[src/rtl/ex_mem_latch_pkg.sv]
// ============================================================================
// Module      : ex_mem_latch_pkg
// Description : Branch-type and ALU Oper encodings shared with the ALU and
//               decoder, plus the EX/MEM control-state record.
// Revision    : 1.0 - initial release
// ============================================================================
`default_nettype none

package ex_mem_latch_pkg;

  typedef enum logic [1:0] {
    BR_BEQZ = 2'b00,
    BR_BNEZ = 2'b01,
    BR_BLTZ = 2'b10,
    BR_BGEZ = 2'b11
  } br_type_e;

  localparam logic [3:0] c_OPER_ADD = 4'b0100;

  typedef struct packed {
    logic valid;
    logic reg_wen;
    logic mem_wen;
    logic mem_ren;
    logic br_taken;
    logic ofl_trap;
    logic kill_pending;
  } exmem_ctrl_t;

endpackage

`default_nettype wire

[src/rtl/dff.sv]
// ============================================================================
// Module      : dff
// Description : Enabled D flip-flop bank with synchronous active-high reset.
// Revision    : 1.0 - initial release
// ============================================================================
`default_nettype none

module dff #(
  parameter int WIDTH = 1
) (
  input  logic             clk,
  input  logic             rst,
  input  logic             en,
  input  logic [WIDTH-1:0] d,
  output logic [WIDTH-1:0] q
);

  always_ff @(posedge clk) begin
    if (rst)
      q <= '0;
    else if (en)
      q <= d;
  end

endmodule

`default_nettype wire

[src/rtl/ex_mem_latch_br_cond.sv]
// ============================================================================
// Module      : br_cond
// Description : Combinational branch-condition evaluator on EX-stage flags.
// Revision    : 1.0 - initial release
// ============================================================================
`default_nettype none

module br_cond
  import ex_mem_latch_pkg::*;
(
  input  logic [1:0] ex_br_type,
  input  logic       ex_zero,
  input  logic       ex_neg,
  output logic       taken
);

  always_comb begin
    taken = 1'b0;
    case (br_type_e'(ex_br_type))
      BR_BEQZ: taken = ex_zero;
      BR_BNEZ: taken = ~ex_zero;
      BR_BLTZ: taken = ex_neg;
      BR_BGEZ: taken = ~ex_neg;
      default: taken = 1'b0;
    endcase
  end

endmodule

`default_nettype wire

[src/rtl/ex_mem_latch.sv]
// ============================================================================
// Module      : ex_mem_latch
// Description : EX/MEM pipeline register with stall/flush, taken-branch kill
//               of the following slot, and optional overflow trap
//               (enabled by defining EXMEM_OFL_TRAP_EN).
// Revision    : 1.0 - initial release
// ============================================================================
`default_nettype none

module ex_mem_latch
  import ex_mem_latch_pkg::*;
#(
  parameter int WIDTH = 16
) (
  input  logic             clk,
  input  logic             rst,
  input  logic             ex_valid,
  input  logic [WIDTH-1:0] ex_out,
  input  logic             ex_zero,
  input  logic             ex_neg,
  input  logic             ex_ofl,
  input  logic             ex_is_add,
  input  logic [2:0]       ex_wr_reg,
  input  logic             ex_reg_wen,
  input  logic             ex_mem_wen,
  input  logic             ex_mem_ren,
  input  logic [WIDTH-1:0] ex_store_data,
  input  logic             ex_is_branch,
  input  logic [1:0]       ex_br_type,
  input  logic [WIDTH-1:0] ex_br_target,
  input  logic             stall,
  input  logic             flush,
  output logic             mem_valid,
  output logic [WIDTH-1:0] mem_alu_out,
  output logic [2:0]       mem_wr_reg,
  output logic             mem_reg_wen,
  output logic             mem_mem_wen,
  output logic             mem_mem_ren,
  output logic [WIDTH-1:0] mem_store_data,
  output logic             br_taken,
  output logic [WIDTH-1:0] br_pc,
  output logic             ofl_trap
);

  localparam int c_CTRL_W = $bits(exmem_ctrl_t);
  localparam int c_DATA_W = 3 * WIDTH + 3;

  exmem_ctrl_t         w_ctrl_d;
  exmem_ctrl_t         r_ctrl_q;
  logic [c_DATA_W-1:0] w_data_d;
  logic [c_DATA_W-1:0] r_data_q;
  logic                w_en;
  logic                w_cond;
  logic                w_valid;
  logic                w_trap;
  logic                w_taken;

  br_cond u_br_cond (
    .ex_br_type (ex_br_type),
    .ex_zero    (ex_zero),
    .ex_neg     (ex_neg),
    .taken      (w_cond)
  );

  // Flush loads a bubble even while stalled.
  assign w_en    = flush | ~stall;
  assign w_valid = ex_valid & ~r_ctrl_q.kill_pending;
  assign w_taken = w_valid & ex_is_branch & w_cond;

`ifdef EXMEM_OFL_TRAP_EN
  assign w_trap = w_valid & ex_is_add & ex_ofl;
`else
  logic w_unused_ofl;
  assign w_trap       = 1'b0;
  assign w_unused_ofl = ex_ofl ^ ex_is_add;
`endif

  always_comb begin
    w_ctrl_d = '0;
    if (!flush) begin
      w_ctrl_d.valid        = w_valid;
      w_ctrl_d.reg_wen      = w_valid & ex_reg_wen & ~w_trap;
      w_ctrl_d.mem_wen      = w_valid & ex_mem_wen & ~w_trap;
      w_ctrl_d.mem_ren      = w_valid & ex_mem_ren;
      w_ctrl_d.br_taken     = w_taken;
      w_ctrl_d.ofl_trap     = w_trap;
      w_ctrl_d.kill_pending = w_taken;
    end
  end

  assign w_data_d = {ex_out, ex_store_data, ex_br_target, ex_wr_reg};

  dff #(.WIDTH(c_CTRL_W)) u_ctrl_dff (
    .clk (clk),
    .rst (rst),
    .en  (w_en),
    .d   (w_ctrl_d),
    .q   (r_ctrl_q)
  );

  dff #(.WIDTH(c_DATA_W)) u_data_dff (
    .clk (clk),
    .rst (rst),
    .en  (w_en),
    .d   (w_data_d),
    .q   (r_data_q)
  );

  assign mem_valid      = r_ctrl_q.valid;
  assign mem_reg_wen    = r_ctrl_q.reg_wen;
  assign mem_mem_wen    = r_ctrl_q.mem_wen;
  assign mem_mem_ren    = r_ctrl_q.mem_ren;
  assign br_taken       = r_ctrl_q.br_taken;
  assign ofl_trap       = r_ctrl_q.ofl_trap;
  assign mem_alu_out    = r_data_q[3*WIDTH+2 -: WIDTH];
  assign mem_store_data = r_data_q[2*WIDTH+2 -: WIDTH];
  assign br_pc          = r_data_q[WIDTH+2 -: WIDTH];
  assign mem_wr_reg     = r_data_q[2:0];

endmodule

`default_nettype wire

[config.mk]
export PLATFORM = sky130hd
export DESIGN_NAME = ex_mem_latch
export DESIGN_NICKNAME = d
export VERILOG_FILES = /design/src/rtl/ex_mem_latch_pkg.sv /design/src/rtl/dff.sv /design/src/rtl/ex_mem_latch_br_cond.sv /design/src/rtl/ex_mem_latch.sv
export SDC_FILE = /design/constraint.sdc
export NUM_CORES = 1
export LEC_CHECK = 0
export BUFFER_PORTS_ARGS = -buffer_cell sky130_fd_sc_hd__buf_4
export CAP_MARGIN = 40
export CORE_MARGIN = 2
export CORE_UTILIZATION = 45
export DETAILED_ROUTE_END_ITERATION = 7
export PLACE_DENSITY = 0.84
export SETUP_SLACK_MARGIN = 0.1
export SYNTH_ARGS = -nofsm -noshare
export SYNTH_HDL_FRONTEND = slang
export SYNTH_SLANG_ARGS = --single-unit
export TNS_END_PERCENT = 10
[constraint.sdc]
create_clock -name clk -period 1.8 [get_ports clk]
set_clock_uncertainty 0.1 [all_clocks]
set_input_delay 0.18 -clock clk [delete_from_list [all_inputs] [get_ports clk]]
set_output_delay 0.18 -clock clk [all_outputs]
set_load 0.02 [all_outputs]
== After elaboration in Yosys (flattened, before gate mapping) ==
Index checks and enable logic that the tools add are counted.
W data, S select, Z words.
Storage, ports and cells
  register bits after elaboration: 58
Cells by class
  eq/ne operators: 3
  mux-type cells: 2
  bitwise operators: 11
  reduce and logical (&&, ||, !) cells: 1
Operators by type and width (count)
  $mux W7: 1
  $and A1 B1 Y1: 6
  $eq A2 B2 Y1 const B: 2
  $not A1 Y1: 4
  $pmux W1 S4: 1
  $eq A2 B1 Y1 const B: 1
  $logic_not A2 Y1: 1
  $or A1 B1 Y1: 1

== Logic depth before layout (Yosys ltp) ==
Gate-level depths: netlist of run 1.
  depth after elaboration: 5
  mapped depth: 5

== Hierarchy ==
Synthesis of run 1 repeated with hierarchy kept, for this count alone.
Second synthesis, totals
  cell total of the unflattened synthesis: 196
  area total of the unflattened synthesis: 2153.3 um^2
By module, submodules not included
  dff (u_data_dff): times used 1, cells each 165, area each 1833.0 um^2, sequential area each 1021.0 um^2
  dff (u_ctrl_dff): times used 1, cells each 22, area each 247.7 um^2, sequential area each 140.1 um^2
  ex_mem_latch: times used 1, cells each 7, area each 53.8 um^2, sequential area each 0.0 um^2
  br_cond: times used 1, cells each 2, area each 18.8 um^2, sequential area each 0.0 um^2

== Worst setup path after synthesis of run 1 ==
Ideal clock, no wire load.
  kind: register to register
  start: register, netlist name u_ctrl_dff.q[2]
  end: register u_ctrl_dff.q[2]
  arrival time: 1018 ps
  data required time: 1631 ps
  slack: 613 ps
  stages on the path, launching flop included: 4
  period minus slack after synthesis: 1187 ps
  path through: dfxtp_1 -> nor4b_2 -> nand3b_1 -> o21ai_1
RTL lines
  end signal: assignment: line dff.sv:20  | q <= '0;
  end signal: assignment: line dff.sv:22  | q <= d;
  end: declaration: line dff.sv:15  | output logic [WIDTH-1:0] q

==> metrics, run 1 <==
outcome=finished clean; CP max stage delay=480 ps; I/O Buffers=119; worst vdd ir=0.000491 V; Tot GR Track Use=19.6%; largest net degree at the start of global routing=43; post-synthesis register bit count=56; CTS tree=built; postcts setup bufs=0; CP Data Required Time=1930 ps; Vert. Die Dim=70.3 um; Worst Setup Path Type=flip-flop to flip-flop; row cnt=24; Final Power=2.49 mW; share of layout cells above drive strength 1=37.9%; post-synth cell types=17; I/O pin cnt=123; 1st-pass router iterations=4; final core occ=69.2%; FF-to-FF End=u_ctrl_dff.q[2]$_SDFFE_PP0P_; Hold Startpoint=ex_reg_wen; WL met1=2.03 mm; Clk Latency, worst-skew pair=290 ps; Placed Instance Area=0.00288 mm^2; Via density=4.74; Num CTS Buffers=5; worst-path fanout max=5; CP cell instances=nor4b_2, nand3b_1, o21ai_1; R2R Path Start=u_ctrl_dff.q[2]$_SDFFE_PP0P_; fin crit period=1250 ps; critical path endpoint category=flip-flop; fill count=383; routed wl met3=396 um; Final HPWL DP=3.50 mm; worst r2r path cells=3; sequential cell area=0.00112 mm^2; post-cts resize count=0; synthesized net count=311; DR vias=1,949; die footprint=0.00494 mm^2; YS warnings=0; register area share after synthesis=56.7%; total clock sinks=56; Clock Tree Buf Depth=2; post-place setup slack=540 ps; post-route insts no fill=411; RSZ-0062 raised after global routing=false; crit path setup slack, layout=547 ps; htree depth=2; Post-Syn Area=0.00198 mm^2; crit path launch type=flip-flop; Clk pin slew, worst setup/hold paths=90 ps; P_leak=1.44 nW; hold_buf cts=0; flop-to-flop setup slack=550 ps; Arrival @ worst endpoint=1380 ps; vias in the first global route=1,850; final cycle utilization of the critical path=69.6%; total wire length=4.87 mm; root buffer cell=clkbuf_8; # DRC=0; DRT iter0 DRCs=70; Layout Nets=424; Final Hold Viols=0; total grt overflow=0; MaxCap Viol Count=0; Die Wd=70.3 um; Final Wtd Congestion=0.727; Routed wire per std cell=11.8 um; Power Density=839 mW/mm^2; Starting Density=46.0%; Worst path slowest cell=nor4b_2; leading cell type in the layout, fill and taps excluded=buf_4; Diodes inserted=0; final hold slack=14.9 ps; Slew Viols, Final=0; Final Instance Area=0.00297 mm^2; Fmax=798 MHz; Met2 Wirelength=2.41 mm; most frequent cells in the layout=buf_4 (125), nand2_1 (102), dfxtp_1 (56); Final ANT Viol Nets=0; hold crit path type=input pin to flip-flop; Cells after DPL=403; Highest Signal Layer=met4; Avg Inst Size Synth=8.07 um^2; Endpoint, Worst Hold=u_ctrl_dff.q[5]$_SDFFE_PP0P_; first-pass GRT wire length=8.04 mm; area delta synth->final=50.4%; cell count after synthesis=245; core region area=0.00429 mm^2; setup violators final=0; post-route setup TNS=0 ps; initial antenna violation count=0; area of the multi-input gates=756 um^2; hold-critical path depth=3
==> power by group <==
group	leakage [nW]	internal, mW	switching (mW)
clock network	0.0510	0.308	0.375
logic	0.928	0.228	0.238
registers	0.464	1.31	0.0351
total	1.44	1.85	0.647
==> registers in the layout (all words and copies together), names as in the netlist <==
| signal | cells |
|---|---|
| u_data_dff.q | 51 |
| u_ctrl_dff.q | 5 |
==> final cells by class <==
class	count	area share [%]
clock inverter	2	0.337
sequential	56	37.7
tap	52	2.19
clock buffer	6	2.78
timing repair buffer	125	31.6
multi-input combinational	170	25.4
==> kinds of logic (layout without fill, tap and decap cells) <==
family                 Yosys count  after routing  share of synthesized area (%)
XOR/XNOR                         1              1                          0.443
AND/OR/NAND/NOR                111            111                           22.3
AO/OA/AOI/OAI                   56             56                           14.6
multiplexers                     1              1                          0.506
buffers and inverters           19            133                           5.25
flip-flops                      56             56                           56.7
other                            1              1                          0.190
==> worst max path at each step <==
stage	cells after the start	slack [ps]	from	endpoint
floorplan	3	610	u_ctrl_dff.q[2]$_SDFFE_PP0P_	u_ctrl_dff.q[2]$_SDFFE_PP0P_
global placement	3	570	u_ctrl_dff.q[2]$_SDFFE_PP0P_	u_ctrl_dff.q[2]$_SDFFE_PP0P_
detailed placement	3	540	u_ctrl_dff.q[2]$_SDFFE_PP0P_	u_ctrl_dff.q[2]$_SDFFE_PP0P_
CTS	3	520	u_ctrl_dff.q[2]$_SDFFE_PP0P_	u_ctrl_dff.q[2]$_SDFFE_PP0P_
global route	3	450	u_ctrl_dff.q[2]$_SDFFE_PP0P_	u_ctrl_dff.q[5]$_SDFFE_PP0P_
finish	3	550	u_ctrl_dff.q[2]$_SDFFE_PP0P_	u_ctrl_dff.q[2]$_SDFFE_PP0P_
==> cells in the mapped netlist <==
cell	instances	area share [%]
a21oi_1	52	13
a22oi_1	3	1.1
and2b_1	1	0.38
buf_1	1	0.19
buf_2	8	2.0
buf_4	6	2.3
clkbuf_1	4	0.76
conb_1	1	0.19
dfxtp_1	56	57
mux2i_1	1	0.51
nand2_1	102	19
nand2b_1	1	0.32
nand3b_1	2	0.76
nor2_1	4	0.76
nor4b_2	1	0.76
o21ai_1	1	0.25
xor2_1	1	0.44
==> critical path, delay by kind of cell (launching register included) <==
family	cells	cell delay [ps]
flops	1	350
simple gates	2	600
compound gates	1	140
==> metal layers <==
layer | up-vias | GRT usage [%]
li1 | 1006 | -
met1 | 863 | 24.5
met2 | 76 | 33.0
met3 | 4 | 6.06
met4 | 0 | 4.91
met5 | - | 0
Power figures use the tool's default switching activity.
==> run 2: changes to the inputs <==
--- a/config.mk
+++ b/config.mk
@@ -5,12 +5,13 @@
 export SDC_FILE = /design/constraint.sdc
 export NUM_CORES = 1
 export LEC_CHECK = 0
+export ABC_AREA = 1
 export BUFFER_PORTS_ARGS = -buffer_cell sky130_fd_sc_hd__buf_4
 export CAP_MARGIN = 40
 export CORE_MARGIN = 2
-export CORE_UTILIZATION = 45
+export CORE_UTILIZATION = 43
 export DETAILED_ROUTE_END_ITERATION = 7
-export PLACE_DENSITY = 0.84
+export PLACE_DENSITY = 0.79
 export SETUP_SLACK_MARGIN = 0.1
 export SYNTH_ARGS = -nofsm -noshare
 export SYNTH_HDL_FRONTEND = slang
==> constraint.sdc (replaced) <==
create_clock -name clk -period 1.2 [get_ports clk]
set_clock_uncertainty 0.1 [all_clocks]
set_input_delay 0.12 -clock clk [delete_from_list [all_inputs] [get_ports clk]]
set_output_delay 0.12 -clock clk [all_outputs]
set_load 0.02 [all_outputs]
==> run 2 against run 1 <==
  * Critical path depth is 2 lower
  * Global-route usage is 3.9 points higher
  * Clock power is 89% higher
  * Core utilization is 9.2 points higher
  * Sequential cell count stayed put
  * Power is 69% higher
  * Worst hold slack better by 21 ps
  * Via count is 19% higher
  * Highest routed layer unchanged
==> metrics, run 2 <==
Clock Tree Buf Depth=2 (unchanged); initial antenna violation count=0 (unchanged); mux contribution to synthesized area=0% (-0.51 points); Arrival @ worst endpoint=850 ps (-530 ps); Synth Area in Compound Gates=15.0% (+0.49 points); total grt overflow=0 (unchanged); fin crit period=1070 ps; sw power=1.09 mW (+69%); CP max stage delay=380 ps (-100 ps); 1st-pass router iterations=4 (unchanged); fill count=338 (-12%); worst path bufs/invs=1 (+1); DR vias=2,313 (+19%); Regs by FF count=u_data_dff.q (51), u_ctrl_dff.q (5); most frequent cells in the layout=buf_4 (123), nand2_1 (107), dfxtp_1 (55); CTS tree=built; I/O pin cnt=123 (unchanged); RSZ-0062 raised after global routing=false; row cnt=25 (+4.2%); post-synthesis register bit count=56 (unchanged); YS warnings=0 (unchanged); total wire length=6.50 mm (+34%); Layout Nets=498 (+17%); max FFs per register=51 (unchanged); Avg Inst Size Synth=8.03 um^2 (-0.48%); Final Wtd Congestion=0.787 (+8.2%); vias in the first global route=2,251 (+22%); count leader, synth=nand2_1; first-pass GRT wire length=10.0 mm (+25%); Power Density=1140 mW/mm^2 (+36%); outcome=finished clean; DRT iter0 DRCs=113 (+61%); fraction of registers with async set/reset=0% (unchanged); I/O Buffers=119 (unchanged); Final ANT Viol Nets=0 (unchanged); Diodes inserted=0 (unchanged); largest net degree at the start of global routing=35 (-19%); Synth area leader=dfxtp_1; Via density=4.63 (-2.4%); flop-to-flop setup slack=220 ps (-330 ps); critical path endpoint category=output port; Sw Share=25.9% (-0.064 points); post-route setup TNS=0 ps (unchanged); Routed wire per std cell=13.0 um (+9.9%); Worst Setup Path Type=flip-flop to output port; post-synthesis adder-cell area fraction=0% (unchanged); final cycle utilization of the critical path=89.0%; worst vdd ir=0.000878 V (+79%); postcts setup bufs=0 (unchanged); Starting Density=44.7% (-1.3 points); leading cell type in the layout, fill and taps excluded=buf_4; crit path launch type=flip-flop; Final Hold Viols=0 (unchanged); CP cell instances=buf_4; Tot GR Track Use=23.5% (+3.9 points); hold crit path type=input pin to flip-flop; top cells by count, synth=nand2_1 (107), dfxtp_1 (56), a21oi_1 (46); area of the multi-input gates=818 um^2 (+8.3%); # DRC=0 (unchanged); cell family with most CP delay=flip-flops; clock share of power=30.6% (+3.2 points); Final HPWL DP=3.84 mm (+9.8%); Clk Latency, worst-skew pair=300 ps (about the same); Logic pwr share=21.4% (+2.7 points); Synth Area in Simple Gates=23.5% (+1.2 points); MaxCap Viol Count=0 (unchanged); main combinational cell family by area after synthesis=simple AND/OR/NAND/NOR gates; total clock sinks=56 (unchanged); core region area=0.00472 mm^2 (+10%); P_leak=1.76 nW (+22%); sequential cell area=0.00112 mm^2 (+0.11%); synth top area cells=dfxtp_1 (53%), nand2_1 (19%), a21oi_1 (11%); Yosys top cell area share=53.1% (-3.6 points); setup violators final=0 (unchanged); worst-path fanout max=2 (-3); Vert. Die Dim=74.1 um (+5.4%); Post-synth top flop=dfxtp_1; routed wl met3=419 um (+5.8%); Worst path slowest cell=dfxtp_1; Reg with most FFs=u_data_dff.q; Post-Syn Area=0.00211 mm^2 (+6.8%); XOR/XNOR Fraction of Synth Area=0% (-0.44 points); Int Power=3.13 mW (+69%); Seq pwr share=48.0% (-6.0 points); post-synth cell types=18 (+1); htree depth=2 (unchanged); cell count after synthesis=263 (+7.3%); CP Data Required Time=980 ps (-950 ps); share of layout cells above drive strength 1=36.3% (-1.6 points); root buffer cell=clkbuf_8; Final Power=4.22 mW (+69%); Slew Viols, Final=0 (unchanged); Fmax=936 MHz; die footprint=0.00549 mm^2 (+11%); Clk pin slew, worst setup/hold paths=90 ps (about the same); Highest Signal Layer=met4; EDFF count, synth=0 (unchanged); synthesized net count=329 (+5.8%); Num CTS Buffers=5 (unchanged); area delta synth->final=75.4%; WL met1=2.44 mm (+20%); Die Wd=74.1 um (+5.4%); register area share after synthesis=53.1% (-3.6 points); Met2 Wirelength=3.48 mm (+44%)
-- run 2: power groups by stage --
stage / sequential (mW) / combinational, mW / clock [mW]
final: 2.03 / 0.901 / 1.29
after global routing: 2.04 / 0.969 / 1.39
after CTS: 2.02 / 0.892 / 1.32
after detailed placement: 2.07 / 0.748 / 0
after global placement: 2.06 / 0.736 / 0
after floorplan: 2.20 / 0.242 / 0
-- run 2: worst register-to-register path: cells and delay by family (launching register included) --
kind	cells	cell delay, ps
simple gates	4	380
flops	1	340
compound gates	1	100
-- run 2: cell type report --
cell class                 instances  area share [%]
multi-input combinational        180            22.1
tap                               67            2.26
timing repair buffer             180            41.1
clock buffer                       6            2.23
clock inverter                     2            1.05
sequential                        56            30.3
inverter                           9           0.912
-- run 2: through the flow --
| step | worst slack [ps] | hold WS, ps | utilization [%] | cells | area (um^2) |
|---|---|---|---|---|---|
| finish | 132 | 35.5 | 78.4 | 500 | 3700 |
| global route | 104 | 41.5 | 78.4 | 500 | 3700 |
| CTS | 122 | 31.0 | 78.4 | 500 | 3700 |
| detailed placement | 99.4 | 281 | 64.4 | 438 | 3040 |
| global placement | 141 | 271 | 64.4 | 438 | 3040 |
| floorplan | 178 | 163 | - | 263 | 2110 |
-- run 2: what timing repair did --
action / in CTS / in global routing
endpoints found under the setup margin: 0 / 2
gates resized for setup: 0 / 1
hold endpoints to repair: 54 / 0
hold buffers: 54 / 0
-- run 2: final timing paths --
kind	cells after the start	startpoint	to
max reg2reg	5	u_ctrl_dff.q[2]$_SDFFE_PP0P_	u_ctrl_dff.q[2]$_SDFFE_PP0P_
min reg2reg	2	u_data_dff.q[20]$_SDFFE_PP0P_	u_data_dff.q[20]$_SDFFE_PP0P_
min	4	stall	u_ctrl_dff.q[6]$_SDFFE_PP0P_
max	1	u_ctrl_dff.q[4]$_SDFFE_PP0P_	mem_mem_wen
-- run 2: per-layer routing --
metal,GRT usage (%),vias up
met5,0,-
met4,9.70,0
met3,6.37,14
met2,42.8,87
met1,25.8,1049
li1,-,1163
-- run 2: cell families after synthesis --
group | count (synthesis)
AO/OA/AOI/OAI | 56
flip-flops | 56
other | 1
AND/OR/NAND/NOR | 123
buffers and inverters | 27
==> run 3: changes to the inputs <==
--- a/config.mk
+++ b/config.mk
@@ -9,9 +9,9 @@
 export BUFFER_PORTS_ARGS = -buffer_cell sky130_fd_sc_hd__buf_4
 export CAP_MARGIN = 40
 export CORE_MARGIN = 2
-export CORE_UTILIZATION = 43
+export CORE_UTILIZATION = 39
 export DETAILED_ROUTE_END_ITERATION = 7
-export PLACE_DENSITY = 0.79
+export PLACE_DENSITY = 0.76
 export SETUP_SLACK_MARGIN = 0.1
 export SYNTH_ARGS = -nofsm -noshare
 export SYNTH_HDL_FRONTEND = slang
==> constraint.sdc (replaced) <==
create_clock -name clk -period 0.9 [get_ports clk]
set_clock_uncertainty 0.1 [all_clocks]
set_input_delay 0.09 -clock clk [delete_from_list [all_inputs] [get_ports clk]]
set_output_delay 0.09 -clock clk [all_outputs]
set_load 0.02 [all_outputs]
==> run 3 against run 2 <==
  * The flow now finishes with violations (hold timing, setup timing)
  * Design area increased by 11%
  * Critical path depth increased by 1
  * Cell count increased by 1.8%
  * Non-clock buffer count increased by 6
  * Global-route usage decreased by 1.5 points
  * Worst hold slack got worse by 79 ps
  * Critical endpoint is now br_taken
  * Largest cell class unchanged
  * Highest routed layer unchanged
==> metrics, run 3 (same netlist as run 2, synthesis figures left out) <==
outcome=finished with violations; failing checks=hold timing, setup timing; CTS tree=built; root buffer cell=clkbuf_8; Power Density=1350 mW/mm^2 (+18%); post-place setup slack=-163 ps (-262 ps); share of layout cells above drive strength 1=53.1% (+17 points); Regs by FF count=u_data_dff.q (51), u_ctrl_dff.q (5); max FFs per register=51 (unchanged); Final Hold Viols=7 (+7); Clk Latency, worst-skew pair=300 ps (about the same); CP max stage delay=340 ps (-40 ps); area delta synth->final=94.3%; I/O pin cnt=123 (unchanged); crit path setup slack, layout=-150 ps (-282 ps); RSZ-0062 raised after global routing=true; post-route setup TNS=-3310 ps (-3310 ps); Layout Nets=504 (+1.2%); crit path launch type=flip-flop; 1st-pass router iterations=4 (unchanged); flop-to-flop setup slack=-70 ps (-290 ps); # DRC=0 (unchanged); Final ANT Viol Nets=0 (unchanged); most frequent CP cell=buf_6; DR vias=2,371 (+2.5%); DRT iter0 DRCs=92 (-19%); worst vdd ir=0.000995 V (+13%); Fmax=952 MHz; Worst Setup Path Type=flip-flop to output port; P_leak=1.92 nW (+9.3%); R2R Path Start=u_ctrl_dff.q[2]$_SDFFE_PP0P_; hold-critical path depth=2 (-2); total grt overflow=0 (unchanged); htree depth=2 (unchanged); critical path endpoint category=output port; cell family with most CP delay=flip-flops; initial antenna violation count=0 (unchanged); Routed wire per std cell=13.7 um (+5.3%); hold_buf cts=54 (unchanged); Endpoint, Worst Hold=u_data_dff.q[0]$_SDFFE_PP0P_; vias in the first global route=2,356 (+4.7%); row cnt=26 (+4.0%); sw power=1.48 mW (+36%); MaxCap Viol Count=0 (unchanged); worst-path fanout max=2 (unchanged); Tot GR Track Use=22.0% (-1.5 points); final cycle utilization of the critical path=117%; Sw Share=26.9% (+0.98 points); CP Data Required Time=710 ps (-270 ps); Final HPWL DP=3.62 mm (-5.7%); final hold slack=-43.4 ps (-78.9 ps); Arrival @ worst endpoint=860 ps (about the same); final core occ=79.3% (+0.91 points); hold crit path type=input pin to flip-flop; first-pass GRT wire length=10.6 mm (+6.0%); setup violators final=60 (+60); Reg with most FFs=u_data_dff.q; Vert. Die Dim=77.6 um (+4.7%); Via density=4.66 (+0.70%); clock share of power=25.4% (-5.2 points); Final Power=5.52 mW (+31%); Hold Startpoint=rst; Seq pwr share=50.1% (+2.1 points); core region area=0.00517 mm^2 (+9.5%); die footprint=0.00602 mm^2 (+9.7%); leading cell type in the layout, fill and taps excluded=nand2_1; Placed Instance Area=0.00308 mm^2 (+1.2%); Slew Viols, Final=0 (unchanged); Final Instance Area=0.00410 mm^2 (+11%); fin crit period=1050 ps; CP cell instances=buf_6, buf_6; Logic pwr share=24.5% (+3.1 points); Die Wd=77.6 um (+4.7%); Final Wtd Congestion=0.722 (-8.3%); Starting Density=40.8% (-3.9 points); most frequent cells in the layout=nand2_1 (103), buf_4 (70), buf_6 (57); I/O Buffers=119 (unchanged); worst path bufs/invs=2 (+1); Diodes inserted=0 (unchanged); Worst path slowest cell=dfxtp_2; Clk pin slew, worst setup/hold paths=90 ps (about the same); Worst setup startpoint=u_ctrl_dff.q[2]$_SDFFE_PP0P_; total wire length=6.97 mm (+7.2%); FF-to-FF End=u_ctrl_dff.q[2]$_SDFFE_PP0P_; Int Power=4.04 mW (+29%); largest net degree at the start of global routing=57 (+63%); total clock sinks=56 (unchanged); Clock Tree Buf Depth=2 (unchanged); Num CTS Buffers=5 (unchanged); worst r2r path cells=5 (unchanged)
[run 3: cell type report]
type                    count  area (um^2)
inverters                   9         33.8
fillers                   328         1070
well taps                  70         87.6
clock inverters             1         7.51
flip-flops and latches     56         1190
clock buffers               7         86.3
multi-input cells         180          868
repair buffers            186         1830
[run 3: per-layer routing]
layer | global-route usage, % | vias to the layer above | wire length (um)
li1 | - | 1169 | -
met3 | 4.53 | 9 | 391
met2 | 42.5 | 86 | 3790
met4 | 6.96 | 0 | 91
met5 | 0 | - | 0
met1 | 23.6 | 1107 | 2700
[run 3: repair_timing]
item                                    CTS  global route
pin swaps                                 0             1
resized for setup                       113            23
setup buffers                             5             0
endpoints found under the hold margin    54             7
endpoints found under the setup margin   61            78
gates cloned                              0             0
[run 3: power by group through the flow]
stage / registers, mW / logic, mW / clock network (mW)
finish: 2.76 / 1.35 / 1.40
global route: 2.78 / 1.44 / 1.57
CTS: 2.76 / 1.29 / 1.46
detailed placement: 2.76 / 1.01 / 0
global placement: 2.76 / 0.996 / 0
floorplan: 2.93 / 0.323 / 0
[run 3: how the worst max path moves through the flow]
stage / to / slack, ps / depth (start not counted)
floorplan: u_ctrl_dff.q[2]$_SDFFE_PP0P_ / -40 / 5
global placement: u_data_dff.q[14]$_SDFFE_PP0P_ / -110 / 5
detailed placement: u_data_dff.q[4]$_SDFFE_PP0P_ / -160 / 5
CTS: br_taken / -160 / 2
global route: br_taken / -190 / 2
finish: br_taken / -150 / 2
[run 3: worst reg2reg max path, stage by stage (launching register included)]
cell and delay, ps:
dfxtp_2 340, nor2_2 110, nand2_2 70, nor2_1 110
nand2_1 70, a21oi_2 100
[run 3: metrics by stage]
stage,cells,hold slack [ps]
6_report,509,-43.4
5_1_grt,509,-57.8
4_1_cts,509,-53.9
3_5_place_dp,442,250
3_3_place_gp,442,242
2_1_floorplan,263,133
